[config.mk]
export PLATFORM = sky130hd
export DESIGN_NAME = dsp_req_scheduler_flat
export DESIGN_NICKNAME = d
export VERILOG_FILES = /design/src/rtl/dsp_req_scheduler_if.sv /design/src/rtl/dsp_req_scheduler.sv /design/src/flat_wrapper.sv
export SDC_FILE = /design/constraint.sdc
export NUM_CORES = 1
export LEC_CHECK = 0
export ABC_AREA = 1
export CORE_AREA = 5 5 121 123
export CTS_BUF_LIST = sky130_fd_sc_hd__clkbuf_8 sky130_fd_sc_hd__clkbuf_16
export DETAILED_ROUTE_END_ITERATION = 7
export DIE_AREA = 0 0 126 128
export PLACE_DENSITY = 0.86
export SLEW_MARGIN = 20
export SYNTH_ARGS = -nofsm -noshare
export SYNTH_HDL_FRONTEND = slang
export SYNTH_SLANG_ARGS = --single-unit
export TNS_END_PERCENT = 50
[constraint.sdc]
create_clock -name clk -period 11.6 [get_ports clk]
set_input_delay 3.48 -clock clk [delete_from_list [all_inputs] [get_ports clk]]
set_output_delay 3.48 -clock clk [all_outputs]
set_load 0.01 [all_outputs]
[src/rtl/dsp_req_scheduler_if.sv]
// Request / DSP / response bundle shared by dsp_req_scheduler and its requesters.
// The master side drives the requests and the DSP result; the slave is the scheduler.
interface dsp_req_scheduler_if #(
  parameter int N = 16,
  parameter int M = 16
);
  logic [1:0]           req_valid;
  logic [1:0]           req_ready;
  logic [3:0]           req_mode;
  logic [1:0]           req_mac;
  logic [3:0]           req_bs;
  logic [2*N-1:0]       req_aa;
  logic [2*M-1:0]       req_bb;
  logic [2*(N+M)-1:0]   req_cc;

  logic                 dsp_start;
  logic [1:0]           dsp_mode;
  logic                 dsp_mac;
  logic [1:0]           dsp_barrel_shifter;
  logic [N-1:0]         dsp_aa;
  logic [M-1:0]         dsp_bb;
  logic [N+M-1:0]       dsp_cc;
  logic [N+M-1:0]       dsp_out;

  logic                 rsp_valid;
  logic                 rsp_id;
  logic [N+M-1:0]       rsp_data;

  modport master (
    output req_valid, req_mode, req_mac, req_bs, req_aa, req_bb, req_cc, dsp_out,
    input  req_ready, dsp_start, dsp_mode, dsp_mac, dsp_barrel_shifter,
           dsp_aa, dsp_bb, dsp_cc, rsp_valid, rsp_id, rsp_data
  );

  modport slave (
    input  req_valid, req_mode, req_mac, req_bs, req_aa, req_bb, req_cc, dsp_out,
    output req_ready, dsp_start, dsp_mode, dsp_mac, dsp_barrel_shifter,
           dsp_aa, dsp_bb, dsp_cc, rsp_valid, rsp_id, rsp_data
  );
endinterface

[src/rtl/dsp_req_scheduler.sv]
// Two-requester round-robin scheduler for one shared DSP_top, with issue spacing,
// drain-on-mode-change, MAC lock and id-tagged results. Optional: SCHED_PERF_CNT_EN.
module dsp_req_scheduler #(
  parameter int N    = 16,
  parameter int M    = 16,
  parameter int LAT0 = 3,
  parameter int LAT1 = 4,
  parameter int LAT2 = 6
) (
  input  logic        clk,
  input  logic        rst,
`ifdef SCHED_PERF_CNT_EN
  output logic [31:0] perf_issued,
  output logic [31:0] perf_stall,
`endif
  dsp_req_scheduler_if.slave bus
);
  localparam int W   = N + M;
  localparam int L01 = (LAT0 > LAT1) ? LAT0 : LAT1;
  localparam int D   = (L01 > LAT2) ? L01 : LAT2;
  localparam int IW  = $clog2(D);

  typedef enum logic [1:0] {IDLE, ISSUE, GAP, DRAIN} state_t;

  function automatic logic [2:0] interval_of(input logic [1:0] m);
    case (m)
      2'd0:    interval_of = 3'd1;
      2'd1:    interval_of = 3'd2;
      default: interval_of = 3'd4;
    endcase
  endfunction

  function automatic logic [IW-1:0] slot_of(input logic [1:0] m);
    case (m)
      2'd0:    slot_of = IW'(LAT0 - 1);
      2'd1:    slot_of = IW'(LAT1 - 1);
      default: slot_of = IW'(LAT2 - 1);
    endcase
  endfunction

  state_t         state_reg;
  logic [1:0]     cnt_reg;
  logic           rr_ptr_reg;
  logic           lock_reg;
  logic           lock_id_reg;
  logic [D-1:0]   tag_v_reg, tag_v_next;
  logic [D-1:0]   tag_id_reg, tag_id_next;

  logic           dsp_start_reg;
  logic [1:0]     dsp_mode_reg;
  logic           dsp_mac_reg;
  logic [1:0]     dsp_bs_reg;
  logic [N-1:0]   dsp_aa_reg;
  logic [M-1:0]   dsp_bb_reg;
  logic [W-1:0]   dsp_cc_reg;
  logic           rsp_valid_reg;
  logic           rsp_id_reg;
  logic [W-1:0]   rsp_data_reg;

  logic [1:0]     mode_a [2];
  logic           mac_a  [2];
  logic [1:0]     bs_a   [2];
  logic [N-1:0]   aa_a   [2];
  logic [M-1:0]   bb_a   [2];
  logic [W-1:0]   cc_a   [2];
  logic [1:0]     eligible;

  logic           lock_hold;
  logic           window;
  logic           busy;
  logic           cand_any;
  logic           cand_id;
  logic           conflict;
  logic           grant;

  // A held lock only binds while its owner is still asking.
  assign lock_hold = lock_reg && bus.req_valid[lock_id_reg];

  genvar gi;
  generate
    for (gi = 0; gi < 2; gi++) begin : g_req
      assign mode_a[gi]        = bus.req_mode[2*gi +: 2];
      assign mac_a[gi]         = bus.req_mac[gi];
      assign bs_a[gi]          = bus.req_bs[2*gi +: 2];
      assign aa_a[gi]          = bus.req_aa[N*gi +: N];
      assign bb_a[gi]          = bus.req_bb[M*gi +: M];
      assign cc_a[gi]          = bus.req_cc[W*gi +: W];
      assign eligible[gi]      = bus.req_valid[gi] && (mode_a[gi] != 2'd3) &&
                                 (!lock_hold || (lock_id_reg == 1'(gi)));
      assign bus.req_ready[gi] = grant && !rst && (cand_id == 1'(gi));
    end
  endgenerate

  // Grants are decided in the last cycle of each issue interval, so back-to-back
  // issues land exactly interval cycles apart.
  assign window   = (state_reg == IDLE) ||
                    ((state_reg == ISSUE) && (interval_of(dsp_mode_reg) == 3'd1)) ||
                    ((state_reg == GAP) && (cnt_reg == 2'd1));
  assign busy     = |tag_v_reg;
  assign cand_any = |eligible;
  assign cand_id  = (eligible == 2'b11) ? rr_ptr_reg : eligible[1];
  assign conflict = cand_any && busy &&
                    ({mode_a[cand_id], mac_a[cand_id]} != {dsp_mode_reg, dsp_mac_reg});
  assign grant    = window && cand_any && !conflict;

  // Tags enter at the slot that makes them reach slot 0 in the cycle dsp_out is valid.
  always_comb begin
    tag_v_next  = {1'b0, tag_v_reg[D-1:1]};
    tag_id_next = {1'b0, tag_id_reg[D-1:1]};
    if (grant) begin
      tag_v_next[slot_of(mode_a[cand_id])]  = 1'b1;
      tag_id_next[slot_of(mode_a[cand_id])] = cand_id;
    end
  end

  always_ff @(posedge clk or posedge rst) begin
    if (rst) begin
      state_reg     <= IDLE;
      cnt_reg       <= '0;
      rr_ptr_reg    <= 1'b0;
      lock_reg      <= 1'b0;
      lock_id_reg   <= 1'b0;
      tag_v_reg     <= '0;
      tag_id_reg    <= '0;
      dsp_start_reg <= 1'b0;
      dsp_mode_reg  <= '0;
      dsp_mac_reg   <= 1'b0;
      dsp_bs_reg    <= '0;
      dsp_aa_reg    <= '0;
      dsp_bb_reg    <= '0;
      dsp_cc_reg    <= '0;
      rsp_valid_reg <= 1'b0;
      rsp_id_reg    <= 1'b0;
      rsp_data_reg  <= '0;
    end else begin
      tag_v_reg     <= tag_v_next;
      tag_id_reg    <= tag_id_next;
      dsp_start_reg <= grant;
      rsp_valid_reg <= tag_v_reg[0];
      rsp_id_reg    <= tag_id_reg[0];
      if (tag_v_reg[0]) begin
        rsp_data_reg <= bus.dsp_out;
      end

      if (grant) begin
        dsp_mode_reg <= mode_a[cand_id];
        dsp_mac_reg  <= mac_a[cand_id];
        dsp_bs_reg   <= bs_a[cand_id];
        dsp_aa_reg   <= aa_a[cand_id];
        dsp_bb_reg   <= bb_a[cand_id];
        dsp_cc_reg   <= cc_a[cand_id];
        rr_ptr_reg   <= ~cand_id;
        lock_reg     <= mac_a[cand_id];
        lock_id_reg  <= cand_id;
      end else if (window && lock_reg && !bus.req_valid[lock_id_reg]) begin
        lock_reg <= 1'b0;
      end

      if (window) begin
        if (grant) begin
          state_reg <= ISSUE;
        end else if (conflict) begin
          state_reg <= DRAIN;
        end else begin
          state_reg <= IDLE;
        end
      end else begin
        case (state_reg)
          ISSUE: begin
            state_reg <= GAP;
            cnt_reg   <= 2'(interval_of(dsp_mode_reg) - 3'd1);
          end
          GAP: begin
            cnt_reg <= cnt_reg - 2'd1;
          end
          DRAIN: begin
            if (!busy) begin
              state_reg <= IDLE;
            end
          end
          default: state_reg <= IDLE;
        endcase
      end
    end
  end

  assign bus.dsp_start          = dsp_start_reg;
  assign bus.dsp_mode           = dsp_mode_reg;
  assign bus.dsp_mac            = dsp_mac_reg;
  assign bus.dsp_barrel_shifter = dsp_bs_reg;
  assign bus.dsp_aa             = dsp_aa_reg;
  assign bus.dsp_bb             = dsp_bb_reg;
  assign bus.dsp_cc             = dsp_cc_reg;
  assign bus.rsp_valid          = rsp_valid_reg;
  assign bus.rsp_id             = rsp_id_reg;
  assign bus.rsp_data           = rsp_data_reg;

`ifdef SCHED_PERF_CNT_EN
  logic [31:0] perf_issued_reg;
  logic [31:0] perf_stall_reg;

  always_ff @(posedge clk or posedge rst) begin
    if (rst) begin
      perf_issued_reg <= '0;
      perf_stall_reg  <= '0;
    end else begin
      perf_issued_reg <= perf_issued_reg + {31'd0, dsp_start_reg};
      perf_stall_reg  <= perf_stall_reg + {31'd0, ((|bus.req_valid) && !grant)};
    end
  end

  assign perf_issued = perf_issued_reg;
  assign perf_stall  = perf_stall_reg;
`endif
endmodule

[src/flat_wrapper.sv]
// flat-port wrapper written by rule: the top's interface ports become plain ports
module dsp_req_scheduler_flat 
#(
  parameter int N    = 16,
  parameter int M    = 16,
  parameter int LAT0 = 3,
  parameter int LAT1 = 4,
  parameter int LAT2 = 6
)
  (clk, rst, bus_req_valid, bus_req_mode, bus_req_mac, bus_req_bs, bus_req_aa, bus_req_bb, bus_req_cc, bus_dsp_out, bus_req_ready, bus_dsp_start, bus_dsp_mode, bus_dsp_mac, bus_dsp_barrel_shifter, bus_dsp_aa, bus_dsp_bb, bus_dsp_cc, bus_rsp_valid, bus_rsp_id, bus_rsp_data);
  dsp_req_scheduler_if #(.N(N), .M(M)) bus_i ();
  input  logic clk;
  input  logic rst;
  input wire logic [$bits(bus_i.req_valid)-1:0] bus_req_valid;
  input wire logic [$bits(bus_i.req_mode)-1:0] bus_req_mode;
  input wire logic [$bits(bus_i.req_mac)-1:0] bus_req_mac;
  input wire logic [$bits(bus_i.req_bs)-1:0] bus_req_bs;
  input wire logic [$bits(bus_i.req_aa)-1:0] bus_req_aa;
  input wire logic [$bits(bus_i.req_bb)-1:0] bus_req_bb;
  input wire logic [$bits(bus_i.req_cc)-1:0] bus_req_cc;
  input wire logic [$bits(bus_i.dsp_out)-1:0] bus_dsp_out;
  output wire logic [$bits(bus_i.req_ready)-1:0] bus_req_ready;
  output wire logic [$bits(bus_i.dsp_start)-1:0] bus_dsp_start;
  output wire logic [$bits(bus_i.dsp_mode)-1:0] bus_dsp_mode;
  output wire logic [$bits(bus_i.dsp_mac)-1:0] bus_dsp_mac;
  output wire logic [$bits(bus_i.dsp_barrel_shifter)-1:0] bus_dsp_barrel_shifter;
  output wire logic [$bits(bus_i.dsp_aa)-1:0] bus_dsp_aa;
  output wire logic [$bits(bus_i.dsp_bb)-1:0] bus_dsp_bb;
  output wire logic [$bits(bus_i.dsp_cc)-1:0] bus_dsp_cc;
  output wire logic [$bits(bus_i.rsp_valid)-1:0] bus_rsp_valid;
  output wire logic [$bits(bus_i.rsp_id)-1:0] bus_rsp_id;
  output wire logic [$bits(bus_i.rsp_data)-1:0] bus_rsp_data;
  assign bus_i.req_valid = bus_req_valid;
  assign bus_i.req_mode = bus_req_mode;
  assign bus_i.req_mac = bus_req_mac;
  assign bus_i.req_bs = bus_req_bs;
  assign bus_i.req_aa = bus_req_aa;
  assign bus_i.req_bb = bus_req_bb;
  assign bus_i.req_cc = bus_req_cc;
  assign bus_i.dsp_out = bus_dsp_out;
  assign bus_req_ready = bus_i.req_ready;
  assign bus_dsp_start = bus_i.dsp_start;
  assign bus_dsp_mode = bus_i.dsp_mode;
  assign bus_dsp_mac = bus_i.dsp_mac;
  assign bus_dsp_barrel_shifter = bus_i.dsp_barrel_shifter;
  assign bus_dsp_aa = bus_i.dsp_aa;
  assign bus_dsp_bb = bus_i.dsp_bb;
  assign bus_dsp_cc = bus_i.dsp_cc;
  assign bus_rsp_valid = bus_i.rsp_valid;
  assign bus_rsp_id = bus_i.rsp_id;
  assign bus_rsp_data = bus_i.rsp_data;
  dsp_req_scheduler #(.N(N), .M(M), .LAT0(LAT0), .LAT1(LAT1), .LAT2(LAT2)) u_core (.clk(clk), .rst(rst), .bus(bus_i));
endmodule
==> results of run 1 <==
final cells by class:
class | count | share of cell area [%]
inverter | 27 | 1.115
sequential | 123 | 33.04
clock inverter | 13 | 1.262
multi-input combinational | 531 | 26.77
clock buffer | 19 | 4.862
tap | 180 | 2.417
timing repair buffer | 286 | 30.54
cell usage after synthesis (all sizes together):
cell / number
clkbuf: 25
ha: 5
o31ai: 1
a21boi: 1
buf: 24
a21oi: 7
inv: 27
nand3b: 2
mux2: 33
o211ai: 1
o21ai: 6
dfrtp: 123
and3: 1
nand2: 377
nor2: 8
nand4: 6
a21o: 1
nand3: 82
per-layer routing:
metal / vias up / wire length [um] / track usage (%)
li1: 2803 / - / -
met1: 2567 / 6769 / 25.11
met2: 223 / 8416 / 35.21
met3: 35 / 1479 / 6.583
met4: 2 / 383 / 8.265
met5: - / 13 / 0
power by group:
group          internal, uW  total, uW  switching [uW]
logic                   537       1090             556
registers               628        737             109
clock network           307        502             195
total                  1470       2330             861
worst paths after layout:
kind,slack (ns),startpoint,end
max,1.79,bus_req_mode[2],bus_req_ready[1]
min,0.35,u_core.tag_id_reg[0]$_DFF_PP0_,u_core.bus.rsp_id$_DFF_PP0_
max reg2reg,7.74,u_core.lock_id_reg$_DFFE_PP0P_,u_core.bus.dsp_barrel_shifter[0]$_DFFE_PP0P_
min reg2reg,0.35,u_core.tag_id_reg[0]$_DFF_PP0_,u_core.bus.rsp_id$_DFF_PP0_
max in group asynchronous,6.70,rst,u_core.bus.rsp_data[22]$_DFFE_PP0P_
min in group asynchronous,3.58,rst,u_core.bus.dsp_bb[5]$_DFFE_PP0P_
cells in the final DEF (no fill, tap or decap), types with 6 or more instances in the layout:
master / Yosys / routed
nand2_1: 374 / 374
clkdlybuf4s50_1: 0 / 279
dfrtp_1: 123 / 123
nand3_1: 81 / 80
mux2_2: 33 / 33
inv_1: 26 / 26
clkbuf_16: 0 / 17
nor2_1: 8 / 7
buf_4: 6 / 7
o21ai_0: 6 / 6
worst max-delay path, stage by stage:
cell             delay, ns
clkdlybuf4s50_1       0.49
a21oi_2               0.33
nand3_2               0.54
nand2_1               0.26
nand3b_1              0.11
nand2_1               0.07
nand3_1               0.10
nand2_2               0.10
nand3_1               0.14
nor2_1                0.15
clkdlybuf4s50_1       0.56
stage by stage:
stage	instance area [um2]	instances
after global placement	8746	1147
after CTS	9316	1179
after floorplan	5923	730
after global routing	9316	1179
after detailed placement	8746	1147
final	9316	1179
kinds of logic (layout without fill, tap and decap cells):
| family | after synthesis | in the layout | synth area share (%) |
|---|---|---|---|
| buf+inv | 76 | 345 | 6.273 |
| flops | 123 | 123 | 51.96 |
| mux | 33 | 33 | 6.274 |
| fa+ha+maj | 5 | 5 | 1.056 |
| compound gates | 17 | 17 | 1.796 |
| simple gates | 476 | 476 | 32.64 |
==> impl_metrics.py, run 1 <==
metrics = {
    "outcome": {
        "outcome": "finished, final reports clean",
    },
    "hold_path": {
        "hold_path_depth": 0,
        "worstHoldPathType": "reg2reg",
    },
    "final_layout": {
        "ff_latch_area_um2": 3078,
        "utilization_pct": 68.72,
        "n_antenna_cell": 0,
        "nets": 1165,
        "drive_gt1_share_pct": 8.308,
        "multi_input_area_um2": 2494,
        "filler_cell_count": 1101,
        "area_growth_pct": 57.29,
    },
    "clock_tree": {
        "postCtsSetupRepairBufs": 0,
        "cts_buffers": 17,
        "cts_tree": "done",
        "clk_pin_slew_ns": 0.06,
        "clock-sinks": 123,
        "ctsHoldBuffers": 0,
        "cts_max_path_buffers": 2,
        "htreeDepth": 4,
        "clock_latency_ns": 0.41,
        "cts-root-buf": "clkbuf_16",
        "cts_resized": 0,
    },
    "timing": {
        "fin_setup_tns_ns": 0,
        "grt_setup_unrepaired": "false",
        "max_freq_mhz": 102.0,
        "min_period_ns": 9.807,
        "setup_viol": 0,
        "post-route-period-util_pct": 84.54,
        "worst_pin_slew_ns": 0.8619,
        "drv_slew": 0,
        "hold_viol": 0,
        "layout_setup_ws_ns": 1.793,
        "relSlewSlack_pct": 42.54,
        "holdWs_ns": 0.3469,
        "fin_skew_ns": 0.01420,
    },
    "synth": {
        "yosysTopAreaCell": "dfrtp_1",
        "netlist_instances": 730,
        "synth_top_area_share_pct": 51.96,
        "ys_types": 28,
        "avgSynthCellArea_um2": 8.114,
        "synth_fp_nets": 909,
        "ys_seq_area_share_pct": 51.96,
        "yosys_warnings": 0,
        "syn-cell-area_um2": 5923,
        "synth_seq_cells": 123,
        "yosys-top-cells-area": "dfrtp_1 (52%), nand2_1 (24%), nand3_1 (6.8%)",
    },
    "placed_design": {
        "dp_hpwl_um": 12220,
        "portBuffers": 279,
        "dpl_worst_slack_ns": 1.774,
        "gp_congestion": 0.8258,
    },
    "detailed_routing": {
        "num_vias": 5630,
        "postRouteAntennaNets": 0,
        "vias_per_cell": 4.775,
        "drt-initial-drc-count": 313,
        "drc": 0,
        "drt-total-wl_um": 17060,
        "firstDrtPassIters": 4,
        "wl_per_cell_um": 14.47,
    },
    "floorplan": {
        "coreArea_um2": 13560,
        "start_util_pct": 43.69,
        "fp-row-count": 43,
        "die_h_um": 128,
        "pin_count": 280,
        "fp.dieW_um": 126,
        "die-area_um2": 16130,
    },
    "worst_setup_path": {
        "worstPathArrival_ns": 6.33,
        "critPathMaxFanout": 31,
        "end_kind": "primary output",
        "crit_required_ns": 8.12,
        "critPathKind": "in2out",
        "reg2reg_depth": 13,
        "start_kind": "primary input",
    },
    "power": {
        "power.leakage_uw": 0.004590,
        "power_density_nw_per_um2": 250.4,
        "ir_worst_vdd_mv": 0.1447,
        "fin_total_pwr_uw": 2333,
    },
    "grt": {
        "grt_max_degree": 75,
        "grt_overflow": 0,
        "antenna_found_initial": 1,
        "grt_pass1_wl_um": 27070,
        "grtUsageTotal_pct": 20.92,
        "grt_pass1_vias": 5526,
    },
    "flow_run": {
        "cap_violations": 0,
    },
}
Power figures use the tool's default switching activity.
==> run 2, diff against run 1 <==
CORE_AREA = 5 5 127 129   (was 5 5 121 123)
DIE_AREA = 0 0 132 134   (was 0 0 126 128)
PLACE_DENSITY = 0.79   (was 0.86)
clock period = 10.05 ns   (was 11.6 ns; I/O delays follow)
==> run 2 against run 1 <==
Against the previous run:
- worst setup slack worse by 0.61 ns
- critical path type unchanged
- sequential share of layout area shrank 0.15 points
- sequential power is 15% higher
- highest routed layer is now met4
- largest power group unchanged
==> impl_metrics.py, run 2 (synthesis results as in run 1) <==
metrics = {
    "outcome": {
        "outcome": "finished, final reports clean",
    },
    "detailed_routing": {
        "vias_per_cell": 4.694,
        "drt-total-wl_um": 16870,
        "num_vias": 5567,
        "postRouteAntennaNets": 0,
        "drt-initial-drc-count": 332,
        "firstDrtPassIters": 5,
        "wl_per_cell_um": 14.23,
        "drc": 0,
    },
    "clock_tree": {
        "cts_max_path_buffers": 2,
        "clock_latency_ns": 0.40,
        "ctsHoldBuffers": 0,
        "cts-root-buf": "clkbuf_16",
        "cts_resized": 0,
        "clock-sinks": 123,
        "cts_tree": "done",
        "cts_buffers": 17,
        "clk_pin_slew_ns": 0.05,
        "htreeDepth": 4,
        "postCtsSetupRepairBufs": 0,
    },
    "timing": {
        "relSlewSlack_pct": 42.47,
        "max_freq_mhz": 112.8,
        "fin_setup_tns_ns": 0,
        "setup_viol": 0,
        "fin_skew_ns": 0.008702,
        "min_period_ns": 8.864,
        "grt_setup_unrepaired": "false",
        "layout_setup_ws_ns": 1.186,
        "drv_slew": 0,
        "hold_viol": 0,
        "post-route-period-util_pct": 88.20,
        "worst_pin_slew_ns": 0.8630,
        "holdWs_ns": 0.3509,
    },
    "final_layout": {
        "filler_cell_count": 1282,
        "final_cell_mix": "nand2_1 (374), clkdlybuf4s50_1 (279), dfrtp_1 (123)",
        "final_area_um2": 9358,
        "area_growth_pct": 57.98,
        "nets": 1165,
        "n_antenna_cell": 0,
        "drive_gt1_share_pct": 8.116,
        "final_common_cell": "nand2_1",
    },
    "worst_setup_path": {
        "end_kind": "primary output",
        "start_kind": "primary input",
        "critPathMaxFanout": 31,
        "worstReg2RegStart": "u_core.lock_id_reg$_DFFE_PP0P_",
        "r2r_slack_ns": 6.14,
        "worstPathArrival_ns": 5.85,
        "reg2reg_to": "u_core.tag_id_reg[2]$_DFF_PP0_",
        "critPathKind": "in2out",
        "crit_required_ns": 7.04,
        "reg2reg_depth": 13,
    },
    "floorplan": {
        "die_h_um": 134,
        "start_util_pct": 39.70,
        "fp-row-count": 45,
        "pin_count": 280,
        "die-area_um2": 17690,
        "fp.dieW_um": 132,
        "coreArea_um2": 14920,
    },
    "flow_run": {
        "cap_violations": 0,
    },
    "grt": {
        "grtUsageTotal_pct": 18.77,
        "antenna_found_initial": 0,
        "grt_max_degree": 75,
        "grt_pass1_vias": 5390,
        "grt_overflow": 0,
        "grt_pass1_wl_um": 27080,
    },
    "placed_design": {
        "portBuffers": 279,
        "gp_congestion": 0.8024,
        "dp_hpwl_um": 12350,
        "dpl_worst_slack_ns": 1.183,
        "placed_cell_area_um2": 8756,
    },
    "hold_path": {
        "worstHoldPathType": "reg2reg",
        "holdPathEnd": "u_core.tag_id_reg[0]$_DFF_PP0_",
        "min-delay-start": "u_core.tag_id_reg[1]$_DFF_PP0_",
        "hold_path_depth": 0,
    },
    "power": {
        "power.leakage_uw": 0.004614,
        "power_density_nw_per_um2": 290.4,
        "fin_total_pwr_uw": 2717,
        "ir_worst_vdd_mv": 0.1335,
    },
}
==> run 2: cell count changes in the layout (fill, tap and decap cells not counted) <==
cell / change
clkinvlp_4: -2
inv_6: -2
bufinv_16: +2
inv_1: +1
==> run 2: metrics by stage <==
step / std cells / utilization (%)
after floorplan: 730 / -
after global placement: 1155 / 58.68
after detailed placement: 1155 / 58.68
after CTS: 1186 / 62.72
after global routing: 1186 / 62.72
final: 1186 / 62.72
==> run 2: layer usage <==
metal / up-vias / share of wire (%) / global-route usage, %
li1: 2802 / - / -
met1: 2528 / 42 / 23.08
met2: 207 / 48 / 30.88
met3: 30 / 7.6 / 6.114
met4: 0 / 2.2 / 7.029
met5: - / 0 / 0
==> run 2: critical path, cell delays in order <==
cell	delay, ns
clkdlybuf4s50_1	0.48
inv_1	0.07
a21oi_2	0.28
nand3_2	0.55
nand2_1	0.25
nand3b_1	0.09
nand2_1	0.07
nand3_1	0.10
nand2_2	0.10
nand3_1	0.14
nor2_1	0.14
clkdlybuf4s50_1	0.55
==> run 2: power by group <==
part / leakage (uW) / switching [uW] / total, uW / internal, uW
Clock: 0.000298 / 210 / 610 / 400
Combinational: 0.00279 / 638 / 1260 / 621
Sequential: 0.00153 / 123 / 848 / 725
==> run 2: how the worst max path moves through the flow <==
| stage | from | end | slack, ns | depth (start not counted) |
|---|---|---|---|---|
| floorplan | bus_req_valid[1] | bus_req_ready[0] | 2.73 | 12 |
| global placement | bus_req_valid[1] | bus_req_ready[1] | 1.23 | 12 |
| detailed placement | bus_req_valid[1] | bus_req_ready[1] | 1.18 | 12 |
| CTS | bus_req_valid[1] | bus_req_ready[1] | 1.16 | 12 |
| global route | bus_req_valid[1] | bus_req_ready[1] | 0.91 | 12 |
| finish | bus_req_valid[1] | bus_req_ready[1] | 1.19 | 12 |
==> run 2: area by class of cell <==
class                           count  area, um2  share of cell area (%)
Inverter                           27      103.9                   1.110
Clock buffer                       19      452.9                   4.840
Clock inverter                     12      148.9                   1.591
Multi-Input combinational cell    531       2494                   26.65
Sequential cell                   123       3078                   32.89
Timing Repair Buffer              286       2845                   30.41
Tap cell                          188      235.2                   2.514
==> run 3, diff against run 2 <==
SETUP_SLACK_MARGIN = 0.15   (was unset)
==> results of run 3 <==
Same layout as run 2: the final DEF is identical, and so are final timing and power.
